`src/rtl/fetch_unit.sv`:
```
// fetch_unit
//   Instruction fetch stage for the single-cycle MIPS core. Owns the PC,
//   fetches one instruction at a time from instruction memory over a
//   req/ready handshake, and holds it stable for the decoder until the core
//   commits it. The decoder's control outputs then select the next PC.
//
// Parameters
//   RESET_PC  PC loaded on reset (low two bits are forced to zero)
//   TIMEOUT   max REQ cycles without imem_ready before fetch_err (>=1)
//
// Ports
//   clk, rst            single clock, synchronous active-high reset
//   imem_req/addr       fetch request and word address (= pc)
//   imem_ready/rdata    memory accept, instruction word valid same cycle
//   inst, inst_valid    held instruction for decode
//   commit              core executed inst; advance the PC
//   pc_src/jctrl/jrctrl/jalctrl, jr_target   next-PC selection from decode
//   pc, pc_plus4        address of inst and its jal link value
//   fetch_err           sticky memory timeout flag, cleared only by reset
module fetch_unit #(
  parameter logic [31:0] RESET_PC = 32'h0000_0000,
  parameter int          TIMEOUT  = 16
) (
  input  logic        clk,
  input  logic        rst,
  output logic        imem_req,
  output logic [31:0] imem_addr,
  input  logic        imem_ready,
  input  logic [31:0] imem_rdata,
  output logic [31:0] inst,
  output logic        inst_valid,
  input  logic        commit,
  input  logic        pc_src,
  input  logic        jctrl,
  input  logic        jrctrl,
  input  logic        jalctrl,
  input  logic [31:0] jr_target,
  output logic [31:0] pc,
  output logic [31:0] pc_plus4,
  output logic        fetch_err
);

  localparam int CW = (TIMEOUT > 1) ? $clog2(TIMEOUT) : 1;
  localparam logic [CW-1:0] CNT_LAST = CW'(TIMEOUT - 1);
  localparam logic [31:0] RESET_PC_ALIGNED = {RESET_PC[31:2], 2'b00};

  typedef enum logic [1:0] {
    ST_REQ  = 2'd0,
    ST_HOLD = 2'd1,
    ST_ERR  = 2'd2
  } state_t;

  state_t        state_reg, state_next;
  logic [31:0]   pc_reg, pc_next;
  logic [31:0]   inst_reg;
  logic [CW-1:0] cnt_reg;
  logic          fetch_err_reg;
  logic          timeout_hit;
  logic [31:0]   seq_pc, branch_off;

  // jalctrl shares the j target; only the decoder/regfile care about it.
  // jr_target low bits are discarded when forming the aligned target.
  logic unused_inputs;
  assign unused_inputs = ^{jalctrl, jr_target[1:0]};

  assign timeout_hit = (cnt_reg == CNT_LAST);

  // Next-PC selection: jr > j/jal > taken branch > sequential.
  assign seq_pc     = pc_reg + 32'd4;
  assign branch_off = {{14{inst_reg[15]}}, inst_reg[15:0], 2'b00};

  always_comb begin
    pc_next = seq_pc;
    if (jrctrl)
      pc_next = {jr_target[31:2], 2'b00};
    else if (jctrl)
      pc_next = {seq_pc[31:28], inst_reg[25:0], 2'b00};
    else if (pc_src)
      pc_next = seq_pc + branch_off;
  end

  // State register
  always_ff @(posedge clk) begin
    if (rst)
      state_reg <= ST_REQ;
    else
      state_reg <= state_next;
  end

  // Next-state logic
  always_comb begin
    state_next = state_reg;
    case (state_reg)
      ST_REQ: begin
        if (imem_ready)
          state_next = ST_HOLD;
        else if (timeout_hit)
          state_next = ST_ERR;
      end
      ST_HOLD: begin
        if (commit)
          state_next = ST_REQ;
      end
      ST_ERR:  state_next = ST_ERR;
      default: state_next = ST_REQ;
    endcase
  end

  // Outputs decoded from state
  always_comb begin
    imem_req   = 1'b0;
    inst_valid = 1'b0;
    case (state_reg)
      ST_REQ:  imem_req   = 1'b1;
      ST_HOLD: inst_valid = 1'b1;
      default: ;
    endcase
  end

  // Datapath: PC, held instruction, wait counter, sticky error
  always_ff @(posedge clk) begin
    if (rst) begin
      pc_reg        <= RESET_PC_ALIGNED;
      inst_reg      <= 32'd0;
      cnt_reg       <= '0;
      fetch_err_reg <= 1'b0;
    end else begin
      case (state_reg)
        ST_REQ: begin
          if (imem_ready) begin
            inst_reg <= imem_rdata;
            cnt_reg  <= '0;
          end else if (timeout_hit) begin
            fetch_err_reg <= 1'b1;
          end else begin
            cnt_reg <= cnt_reg + 1'b1;
          end
        end
        ST_HOLD: begin
          if (commit)
            pc_reg <= pc_next;
        end
        default: ;
      endcase
    end
  end

  assign imem_addr = pc_reg;
  assign pc        = pc_reg;
  assign pc_plus4  = seq_pc;
  assign inst      = inst_reg;
  assign fetch_err = fetch_err_reg;

endmodule

```
`config.mk`:
```
export PLATFORM = sky130hd
export DESIGN_NAME = fetch_unit
export DESIGN_NICKNAME = d
export VERILOG_FILES = /design/src/rtl/fetch_unit.sv
export SDC_FILE = /design/constraint.sdc
export NUM_CORES = 1
export LEC_CHECK = 0
export BUFFER_PORTS_ARGS = -buffer_cell sky130_fd_sc_hd__buf_4
export CELL_PAD_IN_SITES_DETAIL_PLACEMENT = 0
export CELL_PAD_IN_SITES_GLOBAL_PLACEMENT = 1
export CORE_MARGIN = 2
export CORE_UTILIZATION = 32
export CTS_CLUSTER_DIAMETER = 50
export DETAILED_ROUTE_END_ITERATION = 8
export PLACE_DENSITY = 0.76
export SYNTH_ARGS = -nofsm -noshare
export SYNTH_HDL_FRONTEND = slang
export SYNTH_SLANG_ARGS = --single-unit
```
`constraint.sdc`:
```
create_clock -name clk -period 3.7 [get_ports clk]
set_clock_uncertainty 0.1 [all_clocks]
set_input_delay 0.185 -clock clk [delete_from_list [all_inputs] [get_ports clk]]
set_output_delay 0.185 -clock clk [all_outputs]
set_load 0.02 [all_outputs]
```
# --- Yosys cells after proc, flatten, opt, wreduce, memory -nomap -nowiden ---
# Index checks and enable logic that the tools add are counted.
word_totals:
  output_inout_bits: 131
  word_cells: 32
  in_bits: 72
  ff_bits: 71
op_classes:
  bitwise: 1
  n_addsub: 3
  muxes: 11
  reduce_logical: 6
  n_eq_ne: 6
ops:
  columns: ["op", "count"]
  rows:
  - ["2-to-1 mux 32 bit", 3]
  - ["adder 32 x 3 -> 32 bit (second input constant)", 1]
  - ["adder 32 bit", 1]
  - ["2-to-1 mux 4 bit", 2]
  - ["AND reduction 2 bit", 4]
  - ["2-to-1 mux 2 bit", 3]
  - ["case mux 2 bit (3 select lines)", 1]
  - ["adder 4 x 1 -> 4 bit (second input constant)", 1]
  - ["equality test 4 bit (second input constant)", 1]
  - ["!= test 2 bit (second input constant)", 2]
  - ["!= test 3 bit (second input constant)", 1]
  - ["AND reduction 3 bit", 1]
  - ["equality test 2 x 1 -> 1 bit (second input constant)", 1]
  - ["equality test 2 bit (second input constant)", 1]
  - ["zero test 2 bit", 1]
  - ["2-to-1 mux 1 bit", 2]
  - ["NOT 1 bit", 1]

# --- Longest topological paths before layout ---
# Gate-level depths: netlist of the first run.
logic_depth:
  depth_word: 5
  ltp_mapped: 16
  ltp_nobuf: 16

# --- Least setup slack after synthesis of the first run ---
# OpenSTA, ideal clock, no wires.
synth_timing:
  path_kind: "reg-to-reg"
  from: "register pc_reg[2], in the netlist imem_addr[2]"
  to: "register pc_reg[24], in the netlist imem_addr[24]"
  period_less_slack_ns: 4.173
  setup_slack_ns: -0.473
  arrival_time_ns: 3.981
  required_time_ns: 3.508
  n_path_buf: 0
  setup_time_ns: 0.092
  path_stages_with_launch: 16
  cell_sequence: "dfxtp_1 ha_1 nand3_1 nor3_4 and3_1 xor2_1 ha_1 a21oi_1 nand2_1 a21o_1 a311o_1 a41o_1 a221oi_2 xor2_1 o211a_1 nor4_1"
synth_between:
  elab_chain_len: 5
synth_rtl:
  columns: ["item", "line", "rtl"]
  rows:
  - ["from (decl)", "54", "logic [31:0] pc_reg, pc_next;"]
  - ["from (signal assigned)", "141", "pc_reg <= pc_next;"]
  - ["adder 32 x 3 -> 32 bit", "69", "assign seq_pc = pc_reg + 32'd4;"]
  - ["net pc_plus4[12]", "39", "output logic [31:0] pc_plus4,"]
  - ["adder 32 bit", "79", "pc_next = seq_pc + branch_off;"]
  - ["2-to-1 mux 32 bit", "78", "else if (pc_src)"]
  - ["2-to-1 mux 32 bit", "76", "else if (jctrl)"]
  - ["2-to-1 mux 32 bit", "74", "if (jrctrl)"]
# The timed path passes the listed nets, and every way through them passes these cells.
# A chain may end at the register's enable or synchronous reset.

# --- Worst setup path after layout of the first run ---
layout_timing:
  from: "register pc_reg[3], in the netlist imem_addr[3]"
  to: "register pc_reg[24], in the netlist imem_addr[24]"
layout_between:
  elab_chain_len: 5
layout_rtl:
  columns: ["item", "line"]
  rows:
  - ["adder 32 x 3 -> 32 bit (*)", "69"]
  - ["adder 32 bit", "79"]
  - ["2-to-1 mux 32 bit (*)", "78"]
  - ["2-to-1 mux 32 bit (*)", "76"]
  - ["2-to-1 mux 32 bit (*)", "74"]
# Mark *: on every way between the ends. The rest lies on a longest branch, timed or not.

==> out/metrics.csv, run 1 <==
metric;value;unit
status;finished, final reports clean;
Worst VDD drop;0.0002016;V
reg-to-reg endpoint;imem_addr[24];
Core ar.;0.01724;mm2
reg2reg path depth;14;
GRT Util Overall;0.2336;
non-filler cells, final;1225;
Worst Setup Start Kind;flip-flop;
Final nets;1105;
Clk Latency, worst-skew pair;350;ps
Buf+Inv Stages, Crit Path;2;
Post-Synth Adder-Cell Area;0.08610;
share of layout cells above drive strength 1;0.3510;
Reg-to-Reg Start;imem_addr[3];
area leader, netlist;dfxtp_1;
cells after synthesis;748;
Sequential Area;0.001398;mm2
library cells used by synthesis;71;
Syn Area/Cell;7.499;um2
total negative slack;0;ps
initial antenna violation count;0;
DRC viols;0;
mapped cell area;0.005609;mm2
fill cell count;1712;
top cells by area, synth;dfxtp_1, ha_1, nand2_1;
ys flop type;dfxtp_1;
Clock transition at path regs;60;ps
Num CTS Buffers;9;
DR iter-0 viols;512;
post-synthesis mux area share;0.01271;
Largest register FFs;32;
Largest stage delay, worst path;380;ps
grt ovf;0;
xor/xnor cell area share of the yosys netlist;0.08097;
Avg WL per Cell;17.92;um
Async S/R FF share, synth;0;
Synth Area in Compound Gates;0.2460;
DR vias;6396;
most common cell in the netlist;nand2_1;
Final Cycle Share;0.9750;
hpwl dp;16.06;mm
Ant. Diodes;0;
number of synthesized flops with an enable pin;0;
area of placed instances;0.007606;mm2
worst relative slew slack;0.4330;
Area Growth Syn to Fin;50.12;%
# port buffers;193;
CTS tree;built;
top-area cell type share of the netlist area;0.2463;
Setup violations, final;0;
Hold Violations, Final;0;
critical path launch point;imem_addr[3];
Clock Sinks;69;
WP depth;14;
maximum buffer depth of the clock tree;2;
pre-CTS setup slack;-10.46;ps
drt pass-1 iters;7;
fin crit period;3607;ps
Setup crit end;imem_addr[24];
setup ws final;92.62;ps
Vias per Instance;5.221;
post-route design area;0.008421;mm2
worst-path fanout max;5;
# H-tree levels;3;
fmax;0.2772;GHz
max cap viols;0;
Synth top cells by count;nand2_1, a21oi_1, dfxtp_1;
FF-to-FF setup slack;90;ps
most frequent CP cell;buf_6;
DRT antenna net count;0;
Crit Path Class;reg -> reg;
actual slew at the worst max-slew pin;850.5;ps
Syn. warnings;0;
largest net degree at the start of global routing;73;
delay-heaviest family, CP;compound AO/OA/AOI/OAI gates;
slowest CP cell;dfxtp_4;
Final Max Slew Viols;0;
vias in the first global route;5892;
LEAKAGE;4.033;nW
Row Count;48;
worst endpoint data arrival time;3760;ps
main combinational cell family by area after synthesis;compound AO/OA/AOI/OAI gates;
Util after Layout;0.4885;
Synth Area in Simple Gates;0.2358;
die area;0.01860;mm2
Final GP Congestion;0.8726;
die width;136.4;um
Ports;203;
Root Buffer;clkbuf_16;
min-delay worst type;in -> reg;
drt total wl;21.96;mm
PwrDens;297.7;mW/mm2
Crit path required time;3850;ps
Multi-input gate area;0.003990;mm2
CP Cell Sequence;and3_4 > nor4b_4 > buf_6 > buf_6 > nand4_1 > xnor2_2 > ha_4 > a21o_1 > a311o_1 > a41o_1 > a221oi_2 > xor2_1 > o211a_1 > nor4_1;
DIE HEIGHT;136.4;um
Crit. End Element;flip-flop;
Starting Density;0.3254;
first-pass GRT wire length;33.16;mm
number of synthesized register bits;69;
placed cells;1173;
Seq/Total Area, Yosys;0.2463;
[logic make-up after synthesis]
| kind of cell | count (synthesis) |
|---|---|
| AO/OA/AOI/OAI | 214 |
| XOR/XNOR | 51 |
| adder cells (fa/ha/maj) | 38 |
| buffers and inverters | 90 |
| flip-flops | 69 |
| multiplexers | 7 |
| other | 1 |
| AND/OR/NAND/NOR | 278 |
[what timing repair did]
item                                    4_1_cts  5_1_grt
resized for setup                             4       27
pin swaps                                     1       16
endpoints found under the hold margin        30        0
buffers inserted                              0        6
hold buffers                                 30        0
endpoints found under the setup margin        4       12
[worst min-delay path, delay by kind of cell]
kind / cells / cell delay, ps
buf+inv: 1 / 110
compound gates: 1 / 70
simple gates: 1 / 50
[power by group]
group	switching, mW	total [mW]	internal [mW]
clock	0.357	0.916	0.559
sequential	0.0473	0.831	0.784
combinational	0.419	0.760	0.341
total	0.823	2.51	1.68
[area by class of cell]
type / instances / area share
repair buffers: 306 / 0.2831
well taps: 225 / 0.03343
multi-input cells: 594 / 0.4738
inverters: 15 / 0.006686
clock buffers: 11 / 0.03001
clock inverters: 5 / 0.006984
flip-flops and latches: 69 / 0.1660
[stage by stage]
step | total power, mW | hold WS, ps
after floorplan | 1.258 | 221.0
after global placement | 1.557 | 331.1
after detailed placement | 1.561 | 340.0
after CTS | 2.511 | 8.104
after global routing | 2.627 | 25.14
final | 2.507 | 17.23
[metal layers]
layer / vias to the layer above / GRT usage / wire [um]
li1: 3134 / - / -
met1: 3019 / 0.3374 / 10360
met2: 219 / 0.3573 / 9956
met3: 24 / 0.04139 / 1350
met4: 0 / 0.06019 / 289
met5: - / 0 / 0
[placed cells by master, fill, tap and decap left out, drive strengths merged, types with 7 or more instances in the layout]
| cell type | Yosys | final |
|---|---|---|
| a211oi | 13 | 13 |
| a21o | 19 | 19 |
| a21oi | 84 | 84 |
| a31oi | 8 | 8 |
| and3 | 19 | 19 |
| buf | 38 | 276 |
| clkbuf | 37 | 11 |
| dfxtp | 69 | 69 |
| dlygate4sd3 | 0 | 30 |
| ha | 37 | 37 |
| inv | 15 | 15 |
| nand2 | 120 | 120 |
| nand2b | 7 | 7 |
| nand3 | 20 | 20 |
| nand4 | 13 | 13 |
| nor2 | 57 | 57 |
| nor3 | 14 | 14 |
| o211ai | 15 | 15 |
| o21ai | 23 | 23 |
| xnor2 | 31 | 31 |
| xor2 | 20 | 20 |
[worst min path at each step]
stage | startpoint | to | slack (ps) | depth (start not counted)
after CTS | jr_target[7] | imem_addr[7] | 8 | 3
after detailed placement | imem_rdata[30] | inst[30] | 340 | 3
after floorplan | imem_rdata[26] | inst[26] | 220 | 2
after global routing | imem_rdata[13] | inst[13] | 30 | 3
after global placement | imem_rdata[29] | inst[29] | 330 | 3
final | jr_target[7] | imem_addr[7] | 20 | 3
(Power assumes the default switching activity.)
==> run 2, diff against run 1 <==
==> constraint.sdc (replaced) <==
create_clock -name clk -period 3.7 [get_ports clk]
set_clock_uncertainty 0.1 [all_clocks]
set_input_delay 0 -clock clk [delete_from_list [all_inputs] [get_ports clk]]
set_output_delay 0 -clock clk [all_outputs]
set_load 0.02 [all_outputs]
==> run 2 against run 1 <==
  * Critical path depth is 2 higher
  * Critical path type unchanged
  * Sequential cell count stayed put
  * Non-clock buffer count is 23 higher
  * Highest routed layer unchanged
  * Final cell count is 2.0% higher
  * Cell area is 3.5% higher
  * Wire length is 0.69% higher
  * Setup slack better by 59 ps
  * Critical endpoint is now imem_addr[31]
  * Sequential power hardly changed
  * Largest power group unchanged
==> out/metrics.csv, run 2 (synthesized netlist as in run 1, its figures left out) <==
metric;value;unit
die width;136.4;um
first-pass GRT wire length;33.41;mm
Clock transition at path regs;70;ps
LEAKAGE;4.156;nW
min-delay worst type;in -> reg;
actual slew at the worst max-slew pin;904.1;ps
highest metal used;met4;
# port buffers;193;
worst endpoint data arrival time;3690;ps
DR vias;6487;
Net Sw Power;860.3;uW
GRT Util Overall;0.2333;
PwrDens;298.9;mW/mm2
sw frac;0.3303;
Final nets;1128;
Avg WL per Cell;17.69;um
metal1 wirelength;10.38;mm
worst relative slew slack;0.3966;
reg-to-reg endpoint;imem_addr[31];
most common cell after layout, fill and taps aside;buf_4;
DRT antenna net count;0;
FF-to-FF setup slack;150;ps
fill cell count;1715;
commonest cells after routing, fill and taps aside;buf_4, nand2_1, a21oi_1;
Starting Density;0.3254;
drt pass-1 iters;5;
# H-tree levels;3;
Crit path required time;3840;ps
CTS tree;built;
Num CTS Buffers;9;
metal3 WL;1.263;mm
critical path launch point;imem_addr[3];
Crit. End Element;flip-flop;
Area Growth Syn to Fin;55.34;%
Crit Path Class;reg -> reg;
drt total wl;22.11;mm
fin crit period;3548;ps
Ports;203;
Worst Setup Start Kind;flip-flop;
Worst Hold Path EP;imem_addr[16];
combinational share of power;0.301;
reg2reg path depth;16;
maximum buffer depth of the clock tree;2;
Largest register FFs;32;
delay-heaviest family, CP;compound AO/OA/AOI/OAI gates;
DR iter-0 viols;511;
Reg power frac;0.319;
Largest stage delay, worst path;370;ps
Clock power frac;0.380;
Final GP Congestion;0.8756;
CP Cell Sequence;and3_4 > nor4b_4 > buf_4 > buf_6 > nand4_1 > xnor2_2 > ha_1 > a21o_1 > a21o_1 > a21oi_1 > and3b_1 > a211o_1 > nand4_1 > a21o_2 > a31o_1 > a31o_1;
Hold Violations, Final;0;
DIE HEIGHT;136.4;um
Buf+Inv Stages, Crit Path;2;
Worst VDD drop;0.0002498;V
RSZ-0062 raised after global routing;true;
Setup violations, final;0;
share of layout cells above drive strength 1;0.3372;
status;finished, final reports clean;
Met2 Wirelength;10.24;mm
worst-path fanout max;5;
internal cell power;1.744;mW
Reg-to-Reg Start;imem_addr[3];
Vias per Instance;5.190;
hold wc startpoint;jr_target[16];
grt ovf;0;
max cap viols;0;
Final Max Slew Viols;0;
Clock Sinks;69;
vias in the first global route;6070;
largest net degree at the start of global routing;73;
Root Buffer;clkbuf_16;
Core ar.;0.01724;mm2
DRC viols;0;
area of placed instances;0.007538;mm2
slowest CP cell;dfxtp_4;
post-route design area;0.008713;mm2
Clk Latency, worst-skew pair;350;ps
initial antenna violation count;2;
die area;0.01860;mm2
fmax;0.2818;GHz
Final Cycle Share;0.9590;
Util after Layout;0.5055;
hpwl dp;15.97;mm
Hold Path Depth;4;
Row Count;48;
run 2: power by group through the flow:
stage | Clock (mW) | Combinational, mW | Sequential [mW]
6_report | 0.990 | 0.783 | 0.831
5_1_grt | 1.03 | 0.846 | 0.836
4_1_cts | 1.01 | 0.764 | 0.829
3_5_place_dp | 0 | 0.709 | 0.845
3_3_place_gp | 0 | 0.708 | 0.845
2_1_floorplan | 0 | 0.366 | 0.891
run 2: stage by stage:
step	TNS (ps)	setup WS (ps)	instances	power, mW	hold slack (ps)
floorplan	-17.15	-17.15	753	1.258	36.02
global placement	0	83.67	1164	1.552	147.0
detailed placement	-65.08	-33.26	1164	1.555	155.6
CTS	0	5.187	1241	2.600	27.33
global route	-41.19	-19.15	1250	2.717	59.39
finish	0	151.6	1250	2.605	35.72
run 2: area by class of cell:
cell class	instances	area (um2)	share of cell area
diodes	2	5.005	0.0005744
clock buffers	9	225.2	0.02585
clock inverters	7	106.4	0.01221
inverters	15	56.30	0.006462
multi-input cells	594	4014	0.4607
flip-flops and latches	69	1395	0.1601
well taps	225	281.5	0.03231
repair buffers	329	2630	0.3018
run 2: worst max-delay path by stage:
stage	to	slack, ps	cells past startpoint
floorplan	imem_addr[24]	-20	15
global placement	imem_addr[24]	80	15
detailed placement	imem_addr[24]	-30	15
CTS	imem_addr[24]	5	15
global route	imem_addr[24]	-20	14
finish	imem_addr[31]	150	16
run 2: tightest hold or removal path, cell delays in order:
cell and delay [ps]:
buf_4 80, and3_1 180, a21oi_1 50, o21ai_0 150
run 2: per-layer routing:
metal / vias up / GRT usage
li1: 3189 / -
met1: 3076 / 0.3308
met2: 206 / 0.3696
met3: 16 / 0.03803
met4: 0 / 0.05440
met5: - / 0
run 2: what timing repair did:
item / 4_1_cts / 5_1_grt
gates resized for setup: 2 / 30
buffers inserted: 0 / 7
pin swaps: 0 / 20
hold buffers: 61 / 0
endpoints found under the hold margin: 64 / 0
setup endpoints to repair: 4 / 13
==> run 3, diff against run 2 <==
==> config.mk (replaced) <==
export PLATFORM = sky130hd
export DESIGN_NAME = fetch_unit
export DESIGN_NICKNAME = d
export VERILOG_FILES = /design/src/rtl/fetch_unit.sv
export SDC_FILE = /design/constraint.sdc
export NUM_CORES = 1
export LEC_CHECK = 0
export BUFFER_PORTS_ARGS = -buffer_cell sky130_fd_sc_hd__buf_4
export CORE_MARGIN = 2
export CORE_UTILIZATION = 46
export CTS_CLUSTER_DIAMETER = 50
export DETAILED_ROUTE_END_ITERATION = 8
export PLACE_DENSITY = 0.77
export SLEW_MARGIN = 10
export SYNTH_ARGS = -nofsm -noshare
export SYNTH_HDL_FRONTEND = slang
export SYNTH_SLANG_ARGS = --single-unit
==> run 3 against run 2 <==
  * Clock power fell by 17%
  * Die area is 30% lower
  * Count of clock-buffer cells in the layout increased by 2
  * Wire length shrank 2.8%
  * Global-route usage up 8.2 points
  * First-iteration DRC count rose by 23%
  * Sequential power about the same
  * Largest cell class unchanged
==> out/metrics.csv, run 3 (synthesized netlist as in run 1, its figures left out) <==
metric;value;unit
Avg WL per Cell;18.52;um
die area;0.01309;mm2
die width;114.4;um
Clock transition at path regs;60;ps
Largest register FFs;32;
placed cells;1074;
worst endpoint data arrival time;3760;ps
Worst VDD drop;0.0002762;V
fmax;0.2791;GHz
non-filler cells, final;1160;
grt ovf;0;
Final Cycle Share;0.9683;
Starting Density;0.4689;
# H-tree levels;3;
hpwl dp;14.49;mm
actual slew at the worst max-slew pin;1310;ps
Row Count;40;
Final Max Slew Viols;0;
# port buffers;193;
most common cell after layout, fill and taps aside;buf_4;
vias in the first global route;6298;
DRC viols;0;
Crit. End Element;flip-flop;
Root Buffer;clkbuf_16;
final hold slack;6.162;ps
CTS tree;built;
commonest cells after routing, fill and taps aside;buf_4, nand2_1, a21oi_1;
Crit path required time;3880;ps
setup ws final;117.1;ps
DRT antenna net count;0;
drt total wl;21.49;mm
PwrDens;288.1;mW/mm2
initial antenna violation count;0;
Ports;203;
Ant. Diodes;0;
Core ar.;0.01196;mm2
Final nets;1119;
Crit Path Class;reg -> reg;
worst-path fanout max;6;
Vias per Instance;5.791;
Util after Layout;0.7067;
first-pass GRT wire length;32.46;mm
share of layout cells above drive strength 1;0.3317;
GRT Util Overall;0.3149;
total negative slack;0;ps
min-delay worst type;in -> reg;
Clock Sinks;69;
RSZ-0062 raised after global routing;true;
status;finished, final reports clean;
DR iter-0 viols;627;
Final GP Congestion;0.9569;
largest net degree at the start of global routing;73;
Setup violations, final;0;
Worst Setup Start Kind;flip-flop;
maximum buffer depth of the clock tree;2;
DR vias;6718;
fill cell count;916;
Clk Latency, worst-skew pair;350;ps
fin crit period;3583;ps
max cap viols;0;
LEAKAGE;4.021;nW
Num CTS Buffers;9;
pre-CTS setup slack;-76.44;ps
DIE HEIGHT;114.4;um
worst relative slew slack;0.1267;
drt pass-1 iters;5;
Area Growth Syn to Fin;50.70;%
Hold Violations, Final;0;
## run 3: worst max-delay path, cell delays in order, from the launching register on
cell and delay, ps:
dfxtp_4 380, and3_4 190, nor4b_4 180, buf_4 180
nand2_2 90, xnor2_4 190, ha_4 250, a21o_1 180
a21o_1 170, a21o_1 200, a311o_1 370, a32o_1 300
a21o_1 200, mux2i_1 110, or3_1 360, o21ai_0 70
## run 3: cell type report
type	instances	area (um2)	share of cell area
clock inverter	4	25.02	0.002960
inverter	15	56.30	0.006661
tap	147	183.9	0.02176
sequential	69	1395	0.1650
clock buffer	11	242.7	0.02872
timing repair buffer	320	2556	0.3024
multi-input combinational	594	3994	0.4725
## run 3: metal layers
metal / share of wire / vias to the layer above / track usage
li1: - / 3165 / -
met1: 0.41 / 3146 / 0.4173
met2: 0.47 / 360 / 0.4959
met3: 0.098 / 47 / 0.07411
met4: 0.023 / 0 / 0.1228
met5: 0 / - / 0
## run 3: power breakdown
part	internal [mW]	total [mW]	switching [mW]	leakage (nW)
clock network	0.466	0.822	0.356	0.127
registers	0.784	0.832	0.0481	0.568
logic	0.355	0.781	0.426	3.33
total	1.61	2.44	0.830	4.02
## run 3: final timing paths
| path | start | endpoint | slack [ps] | cells past startpoint |
|---|---|---|---|---|
| max | imem_addr[2] | imem_addr[30] | 120 | 15 |
| min | jr_target[29] | imem_addr[29] | 6 | 5 |
| min reg2reg | inst[31] | inst[31] | 360 | 2 |
| max reg2reg | imem_addr[2] | imem_addr[30] | 120 | 15 |
## run 3: timing repair
action	4_1_cts	5_1_grt
gates cloned	0	0
hold buffers	60	0
buffers inserted	0	11
endpoints found under the hold margin	63	0
pin swaps	2	17
endpoints found under the setup margin	2	16
resized for setup	5	24
## run 3: per-stage QoR
stage / area [um2] / total power, mW
after global routing: 8453 / 2.534
final: 8453 / 2.435
after CTS: 8240 / 2.393
after floorplan: 5754 / 1.258
after global placement: 7351 / 1.524
after detailed placement: 7351 / 1.532
